File: config.mk
export PLATFORM = sky130hd
export DESIGN_NAME = pulse_generator
export DESIGN_NICKNAME = d
export VERILOG_FILES = /design/src/rtl/pulse_gen_pkg.sv /design/src/rtl/pg_duty_mult.sv /design/src/rtl/pulse_generator.sv
export SDC_FILE = /design/constraint.sdc
export NUM_CORES = 1
export LEC_CHECK = 0
export BUFFER_PORTS_ARGS = -buffer_cell sky130_fd_sc_hd__buf_4
export CORE_MARGIN = 5
export CORE_UTILIZATION = 57
export DETAILED_ROUTE_END_ITERATION = 8
export GPL_ROUTABILITY_DRIVEN = 0
export MAX_ROUTING_LAYER = met4
export PLACE_DENSITY_LB_ADDON = 0.3
export SYNTH_ARGS = -nofsm -noshare
export SYNTH_HDL_FRONTEND = slang
export SYNTH_SLANG_ARGS = --single-unit
File: constraint.sdc
create_clock -name clk_fs -period 7.57 [get_ports clk_fs]
set_clock_uncertainty 0.15 [all_clocks]
set_input_delay 1.1355 -clock clk_fs [delete_from_list [all_inputs] [get_ports clk_fs]]
set_output_delay 1.1355 -clock clk_fs [all_outputs]
set_load 0.01 [all_outputs]
File: src/rtl/pulse_gen_pkg.sv
// Shared defaults and types for the pulse generator and its duty multiplier.
package pulse_gen_pkg;

  localparam int PG_CNT_W      = 32;
  localparam int PG_DUTY_W     = 8;
  localparam int PG_MIN_PERIOD = 2;

  typedef enum logic [1:0] {
    IDLE  = 2'd0,
    CALC1 = 2'd1,
    CALC2 = 2'd2,
    PEND  = 2'd3
  } pg_state_e;

  // One complete waveform setting: period and high time, both in clk_fs cycles.
  typedef struct packed {
    logic [PG_CNT_W-1:0] period;
    logic [PG_CNT_W-1:0] high;
  } pg_cfg_t;

endpackage

File: src/rtl/pg_duty_mult.sv
// Two-stage registered high = (period * duty) >> DUTY_W, kept apart so it can map onto a DSP block.
module pg_duty_mult
  import pulse_gen_pkg::*;
#(
  parameter int CNT_W  = PG_CNT_W,
  parameter int DUTY_W = PG_DUTY_W
) (
  input  logic              clk_fs,
  input  logic              rst,
  input  logic [CNT_W-1:0]  period,
  input  logic [DUTY_W-1:0] duty,
  output logic [CNT_W-1:0]  high
);

  localparam int PROD_W = CNT_W + DUTY_W;

  logic [PROD_W-1:0] prod_q;
  logic [CNT_W-1:0]  high_q;

  // Full-width product so large periods never overflow before the shift.
  always_ff @(posedge clk_fs or posedge rst) begin
    if (rst) begin
      prod_q <= '0;
      high_q <= '0;
    end else begin
      prod_q <= {{DUTY_W{1'b0}}, period} * {{CNT_W{1'b0}}, duty};
      high_q <= prod_q[PROD_W-1:DUTY_W];
    end
  end

  assign high = high_q;

endmodule

File: src/rtl/pulse_generator.sv
// Programmable rectangular-wave source: period in clk_fs cycles, duty as a fraction of 2^DUTY_W,
// new settings accepted by handshake and switched in only at a period boundary.
module pulse_generator
  import pulse_gen_pkg::*;
#(
  parameter int CLK_FS     = 50_000_000,
  parameter int CNT_W      = PG_CNT_W,
  parameter int DUTY_W     = PG_DUTY_W,
  parameter int MIN_PERIOD = PG_MIN_PERIOD
) (
  input  logic              clk_fs,
  input  logic              rst,
  input  logic              en,
  input  logic              cfg_valid,
  output logic              cfg_ready,
  input  logic [CNT_W-1:0]  cfg_period,
  input  logic [DUTY_W-1:0] cfg_duty,
  output logic              sig_out,
  output logic              period_start,
  output logic              cfg_err,
  output logic [CNT_W-1:0]  active_period,
  output logic [CNT_W-1:0]  active_high
);

  // CLK_FS only documents the reference rate; a non-positive value is a wiring mistake.
  if (CLK_FS <= 0) begin : g_bad_clk_fs
  end

  // Handshake: a request transfers in the cycle where cfg_valid and cfg_ready are both 1;
  // the requester holds cfg_valid and its data stable until then, cfg_ready never depends on cfg_valid.

  pg_state_e         state;
  logic [CNT_W-1:0]  pend_period;
  logic [DUTY_W-1:0] pend_duty;
  logic [CNT_W-1:0]  pend_high;
  logic [CNT_W-1:0]  mult_high;
  logic [CNT_W-1:0]  cnt;

  logic accept;
  logic cfg_bad;
  logic running;
  logic wrap;
  logic apply;

  assign cfg_ready = (state == IDLE);
  assign accept    = cfg_valid && cfg_ready;
  assign cfg_bad   = (cfg_period < CNT_W'(MIN_PERIOD));
  assign running   = en && (active_period != '0);
  assign wrap      = running && (cnt == active_period - CNT_W'(1));
  assign apply     = (state == PEND) && (wrap || !running);

  // The multiplier samples the raw request, so its result lines up with CALC2.
  pg_duty_mult #(
    .CNT_W  (CNT_W),
    .DUTY_W (DUTY_W)
  ) u_duty_mult (
    .clk_fs (clk_fs),
    .rst    (rst),
    .period (cfg_period),
    .duty   (cfg_duty),
    .high   (mult_high)
  );

  always_ff @(posedge clk_fs or posedge rst) begin
    if (rst) begin
      state         <= IDLE;
      pend_period   <= '0;
      pend_duty     <= '0;
      pend_high     <= '0;
      cfg_err       <= 1'b0;
      active_period <= '0;
      active_high   <= '0;
    end else begin
      cfg_err <= accept && cfg_bad;
      case (state)
        IDLE: begin
          if (accept && !cfg_bad) begin
            pend_period <= cfg_period;
            pend_duty   <= cfg_duty;
            state       <= CALC1;
          end
        end
        CALC1: state <= CALC2;
        CALC2: begin
          // A nonzero duty must never collapse to a flat line.
          pend_high <= ((pend_duty != '0) && (mult_high == '0)) ? CNT_W'(1) : mult_high;
          state     <= PEND;
        end
        PEND: begin
          if (apply) begin
            active_period <= pend_period;
            active_high   <= pend_high;
            state         <= IDLE;
          end
        end
        default: state <= IDLE;
      endcase
    end
  end

  // Outputs describe the cnt value held before each edge, so the first
  // registered cycle after a wrap or an en rise shows cnt == 0.
  always_ff @(posedge clk_fs or posedge rst) begin
    if (rst) begin
      cnt          <= '0;
      sig_out      <= 1'b0;
      period_start <= 1'b0;
    end else if (running) begin
      cnt          <= wrap ? '0 : cnt + CNT_W'(1);
      sig_out      <= (cnt < active_high);
      period_start <= (cnt == '0);
    end else begin
      cnt          <= '0;
      sig_out      <= 1'b0;
      period_start <= 1'b0;
    end
  end

endmodule

# Word-level counts from Yosys, hierarchy flattened
# Cells that the tools add are included.
# word_totals
regBits	245
mem_count	0
latchBits	0
wordCells	49
inputBits	44
mem_bits_rw	0
mem_bits_ro	0
# classes
magnitude_cmp	2
mux	8
n_reduce_logical	18
n_shift	0
addsub	2
n_mul	1
n_div	0
bitwise_logic	0
eq_ne	6
# ops
operator	n
$mux W32	3
$logic_not A32 Y1	2
$mul A32 B8 Y40	1
$add A32 B1 Y32 const B	1
$eq A32 B32 Y1	1
$lt A32 B2 Y1 const B	1
$lt A32 B32 Y1	1
$reduce_bool A32 Y1	1
$sub A32 B1 Y32 const B	1
$pmux W2 S4	1
$reduce_bool A8 Y1	1
$logic_and A1 B1 Y1	7
$reduce_and A2 Y1	3
$eq A2 B2 Y1 const B	2
$mux W2	2
$eq A2 B1 Y1 const B	1
$logic_not A1 Y1	2
$logic_not A2 Y1	1
$mux W1	2
$ne A2 B1 Y1 const B	1
$ne A2 B2 Y1 const B	1
$logic_or A1 B1 Y1	1

# Longest topological paths before layout
# Gate-level depths: netlist of run 1.
# depth
ltp_word	7
ltp_mapped	20

# Hierarchy
# From an unflattened synthesis of run 1, not the netlist that was laid out.
# hier_totals
cells_unflattened	1817
hier_area_um2	19047.0
# modules_own_cells
mod	cells_per_inst	area_per_inst_um2	instances	seq_area_each_um2
pg_duty_mult	1028	9800.6	1	1601.5
pulse_generator	789	9246.4	1	4329.2

# Worst setup path after synthesis of run 1
# No wires, ideal clock.
# synth_timing
path_type	input-to-reg
startpoint	input cfg_period[3]
endpoint	register u_duty_mult.prod_q[23]
path_buffers	1
cell_stages	17
setup_ns	0.132
required_ns	7.288
arrival_ns	5.698
setup_slack_ns	1.591
cell_sequence	buf_1 -> and2_1 -> fa_1 -> fa_1 -> fa_1 -> inv_1 -> fa_1 -> inv_1 -> ha_1 -> and3_1 -> o211a_1 -> a211oi_1 -> o21ai_0 -> a41o_1 -> a2111oi_0 -> nor3_1 -> xor2_1
# synth_via
elab_chain_cells	1
# synth_rtl
item	line_no	source
start, declared	pulse_generator.sv:16	input logic [CNT_W-1:0] cfg_period,
$mul A32 B8 Y40	pg_duty_mult.sv:26	prod_q <= {{DUTY_W{1'b0}}, period} * {{CNT_W{1'b0}}, duty};
end signal, assigned	pg_duty_mult.sv:26	
end, declared	pg_duty_mult.sv:17	logic [PROD_W-1:0] prod_q;
# No other way between the ends.
# A chain may end at the register's enable or synchronous reset.

# Worst setup path after layout of run 1
# layout_timing
startpoint	input cfg_duty[7]
endpoint	register u_duty_mult.prod_q[23]
# layout_via
elab_chain_cells	1
# layout_rtl
item	line_no	source
start, declared	pulse_generator.sv:17	input logic [DUTY_W-1:0] cfg_duty,
$mul A32 B8 Y40	pg_duty_mult.sv:26	
# No other way between the ends.

==> implementation parameters, run 1 <==
Parameter                              Value

Logic synthesis
  Post-Synthesis Cell Area    0.01844 mm^2
  Share of flip-flops with an asynchronous set or reset after synthesis    100.0%
  Synth area leader    sky130_fd_sc_hd__dfrtp_1
  Cells after synthesis    1725
  Fraction of the yosys area taken by sequential cells    32.16%
  Yosys warning count    0
  Post-synth EDFFs    0
  Syn Nets    2043
  Top FF cell, synth    sky130_fd_sc_hd__dfrtp_1
  Per-instance average area after synthesis    10.69 um^2
  Top cells by area, synth    sky130_fd_sc_hd__dfrtp_1, sky130_fd_sc_hd__fa_1, sky130_fd_sc_hd__and2_1
  Distinct cells, synth    65
  Number of register bits inferred by synthesis    237
  Area share of the largest cell type after synthesis    32.16%

STA
  Worst Tran Pin Value    1173 ps
  Sum Neg Setup Slack    0 ps
  Highest clock frequency the design can meet    0.1572 GHz
  Unrepaired setup endpoints after global routing    no
  Number of slew-limit violations in the final report    0
  Final critical-path setup slack    1208 ps
  Final clock period utilization by the worst path    84.04%
  Tmin final    6362 ps
  Final setup viols    0
  Endpoints failing hold    0
  Relative max-transition margin    21.48%

Drt
  Number of routed nets with antenna violations    0
  Total DRC errors in the routed layout    0
  Mean number of vias per cell    5.792
  Post-Route WL    45250 um
  Average detailed-routed wire length per instance    20.45 um
  Total iterations of the first detailed-routing run    5
  Vias after detailed routing    12.81k
  Starting DRC count in detailed routing    1069

Floorplan
  Starting density of the core    58.14%
  Die outline area    0.03605 mm^2
  Chip Height    189.9 um
  Floorplan die width    189.9 um
  Floorplan Core Area    0.03172 mm^2
  IO Count    112
  Placement Rows    65

Pwr
  Leak pwr    9.925 nW
  Worst vdd ir    192.4 uV
  Power after layout    7.635 mW
  Power density of the placed cells    375.1 mW/mm^2

Setup path
  Data required, critical path    7820 ps
  FF-to-FF setup slack    2590 ps
  Crit path kind    in -> reg
  Critical register-to-register path endpoint    active_period[31]$_DFFE_PP0P_
  Beginning of the critical path    cfg_duty[7]
  Critical path endpoint category    flop
  Type of origin of the critical path    input port
  Startpoint of the worst-slack reg-to-reg timing path    active_period[0]$_DFFE_PP0P_
  Cell count of the worst reg-to-reg path    11
  Worst-path maximum fanout    33
  Data arrival time at the worst-slack endpoint    6610 ps

Clock network
  Number of gates resized after cts    0
  Sinks on Clock Net    237
  Post-CTS setup buffer count    0
  Clock Latency Late Sink    520 ps
  Clock tree from TritonCTS    yes
  Number of buffers inserted during clock tree synthesis    25
  CTS clock-pin slew for the worst setup and hold paths    60 ps
  Number of buffers on the longest clock path    3
  Hold_buf cts    0
  Max H-tree Level    1
  Library cell used as clock root buffer    sky130_fd_sc_hd__clkbuf_16

Finish
  Net count reported at finish    2107
  Layout overhead on the synthesized area    10.38%
  Final Non-Filler Cells    2212
  Layout cells sized above 1    17.26%
  # fillers    2510
  Most common cell after layout, fill and taps aside    sky130_fd_sc_hd__dfrtp_1
  Commonest cells after routing, fill and taps aside    sky130_fd_sc_hd__dfrtp_1, sky130_fd_sc_hd__inv_1, sky130_fd_sc_hd__and2_1, sky130_fd_sc_hd__fa_1, sky130_fd_sc_hd__buf_4

Worst hold path
  Path class of the lowest-slack min-delay path    reg -> reg
  Beginning of the worst hold path    u_duty_mult.prod_q[38]$_DFF_PP0_
  Worst Hold Endpoint    u_duty_mult.high[30]$_DFF_PP0_
  Hold Path Cell Cnt    0

Global routing
  Total routing usage reported by global routing    25.93%
  Global-route congestion overflow total    0
  Global-route wire length before repair    72360 um
  Via count of the first global-routing pass    13.45k
  Maximum number of pins on one net before global-route repair    175
  Antenna violations before repair    2

Placement
  Port buffer count    111
  Sum of net half-perimeters after detailed placement    34000 um
  Number of instances in the placed design    2164
  Worst setup slack before clock tree synthesis    712.5 ps

Run status
  Result of the run    finished, final reports clean

Job
  Max-capacitance violation count    0
-- critical path: stages --
cell and delay, ps:
sky130_fd_sc_hd__buf_4 290, sky130_fd_sc_hd__nand2_1 150, sky130_fd_sc_hd__fa_1 530, sky130_fd_sc_hd__fa_1 540, sky130_fd_sc_hd__inv_1 60, sky130_fd_sc_hd__fa_1 500, sky130_fd_sc_hd__fa_1 490, sky130_fd_sc_hd__ha_1 280
sky130_fd_sc_hd__a2111oi_0 300, sky130_fd_sc_hd__o21ai_0 270, sky130_fd_sc_hd__a211oi_1 710, sky130_fd_sc_hd__o21ai_0 290, sky130_fd_sc_hd__a41o_1 350, sky130_fd_sc_hd__a2111oi_0 440, sky130_fd_sc_hd__nor3_1 110, sky130_fd_sc_hd__xor2_1 150
-- report_power, final --
part	switching, mW	internal, mW
combinational	2.04	1.93
sequential	0.555	1.86
clock	0.511	0.741
-- cell usage after synthesis, types with 35 or more instances --
cell type,number
sky130_fd_sc_hd__dfrtp_1,237
sky130_fd_sc_hd__ha_1,95
sky130_fd_sc_hd__fa_1,179
sky130_fd_sc_hd__nor2_1,64
sky130_fd_sc_hd__and2_1,198
sky130_fd_sc_hd__nor4_1,40
sky130_fd_sc_hd__xor2_1,40
sky130_fd_sc_hd__mux2_2,76
sky130_fd_sc_hd__clkbuf_1,65
sky130_fd_sc_hd__xnor2_1,55
sky130_fd_sc_hd__inv_1,233
sky130_fd_sc_hd__mux2_4,60
sky130_fd_sc_hd__nand2_1,92
sky130_fd_sc_hd__a21oi_1,35
-- logic make-up (layout without fill, tap and decap cells) --
group | after synthesis | after routing | share of synthesized area, %
AO/OA/AOI/OAI | 137 | 137 | 5.129
XOR/XNOR | 95 | 95 | 4.512
adder cells (fa/ha/maj) | 274 | 274 | 25.88
buffers and inverters | 314 | 397 | 6.703
flip-flops | 237 | 237 | 32.16
multiplexers | 138 | 138 | 9.634
other | 0 | 2 | 0
AND/OR/NAND/NOR | 530 | 530 | 15.98
-- metal layers --
layer / part of all wire (%) / wire length, um / vias to the layer above / track usage [%]
met3: 7.2 / 3249 / 96 / 4.771
met2: 47 / 21080 / 482 / 40.27
met4: 3.1 / 1383 / 0 / 8.097
met1: 43 / 19530 / 6476 / 35.15
li1: - / - / 5759 / -
met5: 0 / 0 / - / -
-- how the worst max path moves through the flow --
stage                                       end  slack, ps  cells after the start
2_1_floorplan  u_duty_mult.prod_q[23]$_DFF_PP0_       1590                     17
3_3_place_gp   u_duty_mult.prod_q[23]$_DFF_PP0_        860                     17
3_5_place_dp   u_duty_mult.prod_q[23]$_DFF_PP0_        710                     17
4_1_cts        u_duty_mult.prod_q[23]$_DFF_PP0_       1270                     17
5_1_grt        u_duty_mult.prod_q[23]$_DFF_PP0_        820                     16
6_report       u_duty_mult.prod_q[23]$_DFF_PP0_       1210                     16
-- layout make-up --
type / count / area [um^2] / area share (%)
clock buffers: 31 / 668.1 / 3.282
repair buffers: 118 / 898.4 / 4.413
diodes: 2 / 5.005 / 0.02459
multi-input cells: 1174 / 11290 / 55.44
flip-flops and latches: 237 / 5931 / 29.14
well taps: 402 / 503.0 / 2.471
clock inverters: 15 / 186.4 / 0.9159
inverters: 233 / 878.3 / 4.315
-- state kept, by name, indices dropped and copies added, names as in the netlist --
| name | cells |
|---|---|
| active_high | 32 |
| active_period | 32 |
| cnt | 32 |
| pend_high | 32 |
| pend_period | 32 |
| u_duty_mult.high | 32 |
| u_duty_mult.prod_q | 32 |
| pend_duty | 8 |
| state | 2 |
| cfg_err | 1 |
| period_start | 1 |
| sig_out | 1 |
-- through the flow --
step	area [um^2]	util [%]	hold slack, ps
after floorplan	18450	-	181.2
after global placement	19500	61.47	182.4
after global routing	20360	64.18	202.4
after detailed placement	19500	61.47	184.7
final	20360	64.18	194.0
after CTS	20350	64.16	194.6
Power figures use the tool's default switching activity.
==> run 2, diff against run 1 <==
ABC_AREA = 1   (was unset)
CORE_UTILIZATION = 63   (was 57)
clock period = 6.3 ns   (was 7.57 ns; I/O delays follow)
==> implementation parameters, run 2 <==
Parameter                              Value

Run status
  Result of the run    finished, final reports clean

Logic synthesis
  Per-instance average area after synthesis    7.791 um^2
  Syn Nets    2833
  Number of register bits inferred by synthesis    237
  Area share of the largest cell type after synthesis    30.27%
  Top FF cell, synth    sky130_fd_sc_hd__dfrtp_1
  Distinct cells, synth    48
  Fraction of the yosys area taken by sequential cells    30.27%
  Cells after synthesis    2515
  Most numerous cell in the Yosys netlist    sky130_fd_sc_hd__nand2_1
  Synth area leader    sky130_fd_sc_hd__dfrtp_1
  Top cells by area, synth    sky130_fd_sc_hd__dfrtp_1, sky130_fd_sc_hd__fa_1, sky130_fd_sc_hd__nand2_1
  Yosys warning count    0
  List of most frequent post-synthesis cells    sky130_fd_sc_hd__nand2_1, sky130_fd_sc_hd__inv_1, sky130_fd_sc_hd__dfrtp_1, sky130_fd_sc_hd__nor2_1, sky130_fd_sc_hd__fa_1
  Post-synth EDFFs    0
  Post-Synthesis Cell Area    0.01960 mm^2
  Share of flip-flops with an asynchronous set or reset after synthesis    100.0%

STA
  Relative max-transition margin    34.33%
  Sum Neg Setup Slack    0 ps
  Final setup viols    0
  Highest clock frequency the design can meet    0.1877 GHz
  Tmin final    5329 ps
  Unrepaired setup endpoints after global routing    no
  Endpoints failing hold    0
  Final clock period utilization by the worst path    84.58%
  Number of slew-limit violations in the final report    0
  Worst Tran Pin Value    985.1 ps

Pwr
  Switching portion of total power    47.30%
  Internal power component    4.974 mW
  Leak pwr    12.03 nW
  Power after layout    9.438 mW
  Power density of the placed cells    443.1 mW/mm^2
  Power dissipated by switching net loads    4.464 mW
  Sequential cell fraction of total power    28.3%
  Combinational fraction of design power    57.3%
  Worst vdd ir    228.9 uV
  Clock power frac    14.5%

Floorplan
  Floorplan die width    186.4 um
  Placement Rows    64
  Chip Height    186.4 um
  Starting density of the core    63.89%
  IO Count    112
  Die outline area    0.03473 mm^2
  Floorplan Core Area    0.03067 mm^2

Finish
  Net count reported at finish    2875
  Commonest cells after routing, fill and taps aside    sky130_fd_sc_hd__nand2_1, sky130_fd_sc_hd__inv_1, sky130_fd_sc_hd__dfrtp_1, sky130_fd_sc_hd__nor2_1, sky130_fd_sc_hd__fa_1
  Final cell area excluding filler cells    0.02130 mm^2
  Final Non-Filler Cells    2964
  Core utilization of the finished layout    69.45%
  Layout overhead on the synthesized area    8.697%
  Layout cells sized above 1    7.555%
  # fillers    2449
  Count of antenna diodes in the layout    0
  Most common cell after layout, fill and taps aside    sky130_fd_sc_hd__nand2_1

Setup path
  Data arrival time at the worst-slack endpoint    5580 ps
  Worst-path maximum fanout    33
  Critical path endpoint category    flop
  Data required, critical path    6550 ps
  Crit path kind    in -> reg
  Type of origin of the critical path    input port
  FF-to-FF setup slack    2760 ps

Clock network
  CTS clock-pin slew for the worst setup and hold paths    60 ps
  Sinks on Clock Net    237
  Clock tree from TritonCTS    yes
  Library cell used as clock root buffer    sky130_fd_sc_hd__clkbuf_16
  Clock Latency Late Sink    530 ps
  Hold_buf cts    0
  Number of gates resized after cts    0
  Number of buffers inserted during clock tree synthesis    23
  Post-CTS setup buffer count    0
  Number of buffers on the longest clock path    3
  Max H-tree Level    1

Global routing
  Global-route wire length before repair    84200 um
  Maximum number of pins on one net before global-route repair    158
  Total routing usage reported by global routing    30.28%
  Global-route congestion overflow total    0
  Antenna violations before repair    0
  Via count of the first global-routing pass    16.62k

Drt
  Starting DRC count in detailed routing    1471
  Number of routed nets with antenna violations    0
  Post-Route WL    51470 um
  Vias after detailed routing    16.39k
  Total iterations of the first detailed-routing run    8
  Mean number of vias per cell    5.530
  Total DRC errors in the routed layout    0
  Average detailed-routed wire length per instance    17.36 um

Job
  Max-capacitance violation count    0

Placement
  Number of instances in the placed design    2928
  Area after detailed placement    0.02055 mm^2
  Sum of net half-perimeters after detailed placement    39470 um
  Port buffer count    111

Worst hold path
  Path class of the lowest-slack min-delay path    reg -> reg
==> run 2: cell types whose count changed after synthesis, moves of 23 or more <==
cell / delta
sky130_fd_sc_hd__a21o_1: -23
sky130_fd_sc_hd__a21oi_1: +36
sky130_fd_sc_hd__and2_1: -197
sky130_fd_sc_hd__inv_1: +349
sky130_fd_sc_hd__mux2_2: -57
sky130_fd_sc_hd__mux2_4: -60
sky130_fd_sc_hd__nand2_1: +539
sky130_fd_sc_hd__nand3_1: +39
sky130_fd_sc_hd__nor2_1: +124
sky130_fd_sc_hd__o21ai_0: +96
==> run 2: area by class of cell <==
| class | count | area [um^2] | share of cell area (%) |
|---|---|---|---|
| inverter | 583 | 2192 | 10.29 |
| sequential | 237 | 5931 | 27.84 |
| tap | 396 | 495.5 | 2.326 |
| timing repair buffer | 118 | 898.4 | 4.218 |
| clock inverter | 6 | 102.6 | 0.4817 |
| clock buffer | 30 | 641.9 | 3.014 |
| multi-input combinational | 1594 | 11040 | 51.82 |
==> run 2: worst paths after layout <==
check                           depth (start not counted)                               end                             from
max in group asynchronous                               3  u_duty_mult.prod_q[39]$_DFF_PP0_                              rst
worst max-delay path                                   19  u_duty_mult.prod_q[30]$_DFF_PP0_                      cfg_duty[5]
worst min register to register                          0     u_duty_mult.high[1]$_DFF_PP0_  u_duty_mult.prod_q[9]$_DFF_PP0_
worst max register to register                         16       active_high[16]$_DFFE_PP0P_     active_period[0]$_DFFE_PP0P_
worst min-delay path                                    0     u_duty_mult.high[1]$_DFF_PP0_  u_duty_mult.prod_q[9]$_DFF_PP0_
min in group asynchronous                               3                 cnt[23]$_DFF_PP0_                              rst
==> run 2: critical path: stages <==
cell                       delay, ps
sky130_fd_sc_hd__buf_4           340
sky130_fd_sc_hd__nand2_1         110
sky130_fd_sc_hd__inv_1           100
sky130_fd_sc_hd__fa_1            450
sky130_fd_sc_hd__fa_1            530
sky130_fd_sc_hd__fa_1            550
sky130_fd_sc_hd__inv_1            50
sky130_fd_sc_hd__fa_1            530
sky130_fd_sc_hd__inv_1            40
sky130_fd_sc_hd__ha_1            340
sky130_fd_sc_hd__a21oi_1         200
sky130_fd_sc_hd__o21ai_0         140
sky130_fd_sc_hd__and2_1          160
sky130_fd_sc_hd__nor2_1          130
sky130_fd_sc_hd__a21boi_0        360
sky130_fd_sc_hd__o21ai_0         260
sky130_fd_sc_hd__nand3_1         130
sky130_fd_sc_hd__nand2_1          60
sky130_fd_sc_hd__xor2_1          140
==> run 2: cell families (layout without fill, tap and decap cells) <==
group | Yosys count | in the layout | synth area share, %
adder cells (fa/ha/maj) | 274 | 274 | 24.35
flip-flops | 237 | 237 | 30.27
XOR/XNOR | 84 | 84 | 3.825
AND/OR/NAND/NOR | 984 | 984 | 20.51
AO/OA/AOI/OAI | 233 | 233 | 6.500
buffers and inverters | 684 | 737 | 13.45
multiplexers | 19 | 19 | 1.092
==> run 2: stage by stage <==
stage	hold WS (ps)	worst slack, ps
2_1_floorplan	181.2	805.1
3_3_place_gp	183.3	667.4
3_5_place_dp	185.5	495.1
4_1_cts	189.2	1038
5_1_grt	202.3	666.5
6_report	194.6	971.4
==> run 2: metal layers <==
metal	GRT usage [%]	wire length, um	part of all wire [%]	up-vias
met5	-	0	0	-
li1	-	-	-	7575
met3	3.083	3780	7.3	204
met2	49.50	25300	49	767
met4	15.16	2987	5.8	0
met1	37.92	19400	38	7845
==> run 2: power by group through the flow <==
stage               Clock, mW  Sequential, mW  Combinational, mW
floorplan                   0            2.57               3.78
global placement            0            2.64               5.19
detailed placement          0            2.67               5.32
CTS                      1.39            2.65               5.37
global route             1.45            2.73               6.08
finish                   1.36            2.67               5.41
==> run 3, diff against run 2 <==
CORE_UTILIZATION = 57   (was 63)
clock period = 4.35 ns   (was 6.3 ns; I/O delays follow)
==> implementation parameters, run 3 (same netlist as run 2, synthesis figures left out) <==
Parameter                              Value

Floorplan
  Starting density of the core    57.29%
  Die outline area    0.03819 mm^2
  Floorplan Core Area    0.03420 mm^2
  IO Count    112
  Chip Height    195.4 um
  Floorplan die width    195.4 um
  Placement Rows    68

Placement
  Port buffer count    111
  Number of instances in the placed design    3178
  Sum of net half-perimeters after detailed placement    44740 um

Drt
  Mean number of vias per cell    5.520
  Average detailed-routed wire length per instance    18.77 um
  Total iterations of the first detailed-routing run    5
  Number of routed nets with antenna violations    0
  Post-Route WL    61000 um
  Vias after detailed routing    17.94k
  Total DRC errors in the routed layout    0
  Starting DRC count in detailed routing    1433

STA
  Worst Tran Pin Value    984.4 ps
  Unrepaired setup endpoints after global routing    yes
  Endpoints failing hold    0
  Final setup viols    7
  Sum Neg Setup Slack    -367.3 ps
  Worst hold slack after final layout    189.1 ps
  Final clock period utilization by the worst path    103.2%
  Number of slew-limit violations in the final report    0
  Tmin final    4491 ps
  Final critical-path setup slack    -141.0 ps
  Highest clock frequency the design can meet    0.2227 GHz
  Relative max-transition margin    34.37%

Clock network
  Hold_buf cts    0
  Library cell used as clock root buffer    sky130_fd_sc_hd__clkbuf_16
  Number of buffers inserted during clock tree synthesis    24
  Max H-tree Level    1
  Sinks on Clock Net    237
  Clock Latency Late Sink    530 ps
  Number of buffers on the longest clock path    3
  CTS clock-pin slew for the worst setup and hold paths    70 ps
  Clock tree from TritonCTS    yes

Finish
  # fillers    2440
  Commonest cells after routing, fill and taps aside    sky130_fd_sc_hd__nand2_1, sky130_fd_sc_hd__inv_1, sky130_fd_sc_hd__buf_4, sky130_fd_sc_hd__dfrtp_1, sky130_fd_sc_hd__fa_1
  Most common cell after layout, fill and taps aside    sky130_fd_sc_hd__nand2_1
  Layout cells sized above 1    22.19%
  Layout overhead on the synthesized area    24.87%
  Final Non-Filler Cells    3250
  Net count reported at finish    3094
  Multi-input logic area    0.01213 mm^2
  Flip-flop and latch area    0.005931 mm^2

Setup path
  Data arrival time at the worst-slack endpoint    4770 ps
  Type of origin of the critical path    input port
  Critical path endpoint category    flop
  Crit path kind    in -> reg
  Data required, critical path    4630 ps
  Worst-path maximum fanout    5

Global routing
  Global-route wire length before repair    94040 um
  Maximum number of pins on one net before global-route repair    97
  Antenna violations before repair    1
  Total routing usage reported by global routing    31.26%
  Global-route congestion overflow total    0
  Via count of the first global-routing pass    18.60k

Pwr
  Leak pwr    13.33 nW
  Worst vdd ir    530.6 uV
  Power density of the placed cells    745.6 mW/mm^2
  Power after layout    18.24 mW

Run status
  Result of the run    complete, but fails checks
  Failing checks    setup timing

Job
  Max-capacitance violation count    0

Worst hold path
  Path class of the lowest-slack min-delay path    in -> async
## run 3: layer usage
layer	up-vias	wire length, um	share of wire [%]	GRT usage [%]
met1	8560	21690	36	36.65
met5	-	0	0	-
met2	974	29850	49	53.21
li1	8051	-	-	-
met4	0	4230	6.9	14.84
met3	355	5221	8.6	4.555
## run 3: power by group
group	internal, mW	total [mW]	switching, mW
clock	1.18	2.07	0.891
sequential	3.16	3.96	0.802
combinational	5.47	12.2	6.74
total	9.81	18.2	8.44
## run 3: worst paths after layout
path / slack [ps] / startpoint / depth (start not counted) / endpoint
worst max register to register: 740 / active_period[0]$_DFFE_PP0P_ / 19 / active_high[0]$_DFFE_PP0P_
worst min register to register: 200 / u_duty_mult.prod_q[16]$_DFF_PP0_ / 0 / u_duty_mult.high[8]$_DFF_PP0_
worst max-delay path: -140 / cfg_duty[7] / 20 / u_duty_mult.prod_q[39]$_DFF_PP0_
worst min-delay path: 190 / rst / 2 / state[0]$_DFFE_PP0P_
max in group asynchronous: 3000 / rst / 3 / cnt[8]$_DFF_PP0_
min in group clk_fs: 200 / u_duty_mult.prod_q[16]$_DFF_PP0_ / 0 / u_duty_mult.high[8]$_DFF_PP0_
## run 3: critical path: stages
cell,delay [ps]
sky130_fd_sc_hd__buf_16,130
sky130_fd_sc_hd__buf_6,120
sky130_fd_sc_hd__nand2_1,70
sky130_fd_sc_hd__inv_1,70
sky130_fd_sc_hd__fa_1,520
sky130_fd_sc_hd__fa_1,450
sky130_fd_sc_hd__fa_1,550
sky130_fd_sc_hd__inv_1,60
sky130_fd_sc_hd__fa_1,550
sky130_fd_sc_hd__inv_1,80
sky130_fd_sc_hd__ha_4,260
sky130_fd_sc_hd__a21oi_2,180
sky130_fd_sc_hd__o21a_1,190
sky130_fd_sc_hd__nor2_2,50
sky130_fd_sc_hd__o21ai_1,160
sky130_fd_sc_hd__o311ai_1,140
sky130_fd_sc_hd__a21oi_1,180
sky130_fd_sc_hd__o21ai_1,140
sky130_fd_sc_hd__nor2_1,160
sky130_fd_sc_hd__nor2_2,50
## run 3: layout make-up
type | count | area share, %
inverters | 583 | 8.959
clock inverters | 18 | 0.7159
multi-input cells | 1594 | 49.57
well taps | 455 | 2.327
flip-flops and latches | 237 | 24.24
diodes | 1 | 0.01023
repair buffers | 336 | 11.61
clock buffers | 26 | 2.567
## run 3: repair_timing
item	in CTS	in global routing
gates cloned	1	5
resized for setup	37	130
setup buffers	10	11
endpoints found under the hold margin	0	0
setup endpoints to repair	14	21
pin swaps	35	78
## run 3: stage by stage
| stage | utilization [%] | worst slack [ps] | instance area, um^2 |
|---|---|---|---|
| 2_1_floorplan | - | -289.1 | 20400 |
| 3_3_place_gp | 66.26 | -717.9 | 22660 |
| 3_5_place_dp | 66.26 | -799.3 | 22660 |
| 4_1_cts | 69.37 | -7.673 | 23730 |
| 5_1_grt | 71.54 | -255.9 | 24470 |
| 6_report | 71.54 | -141.0 | 24470 |
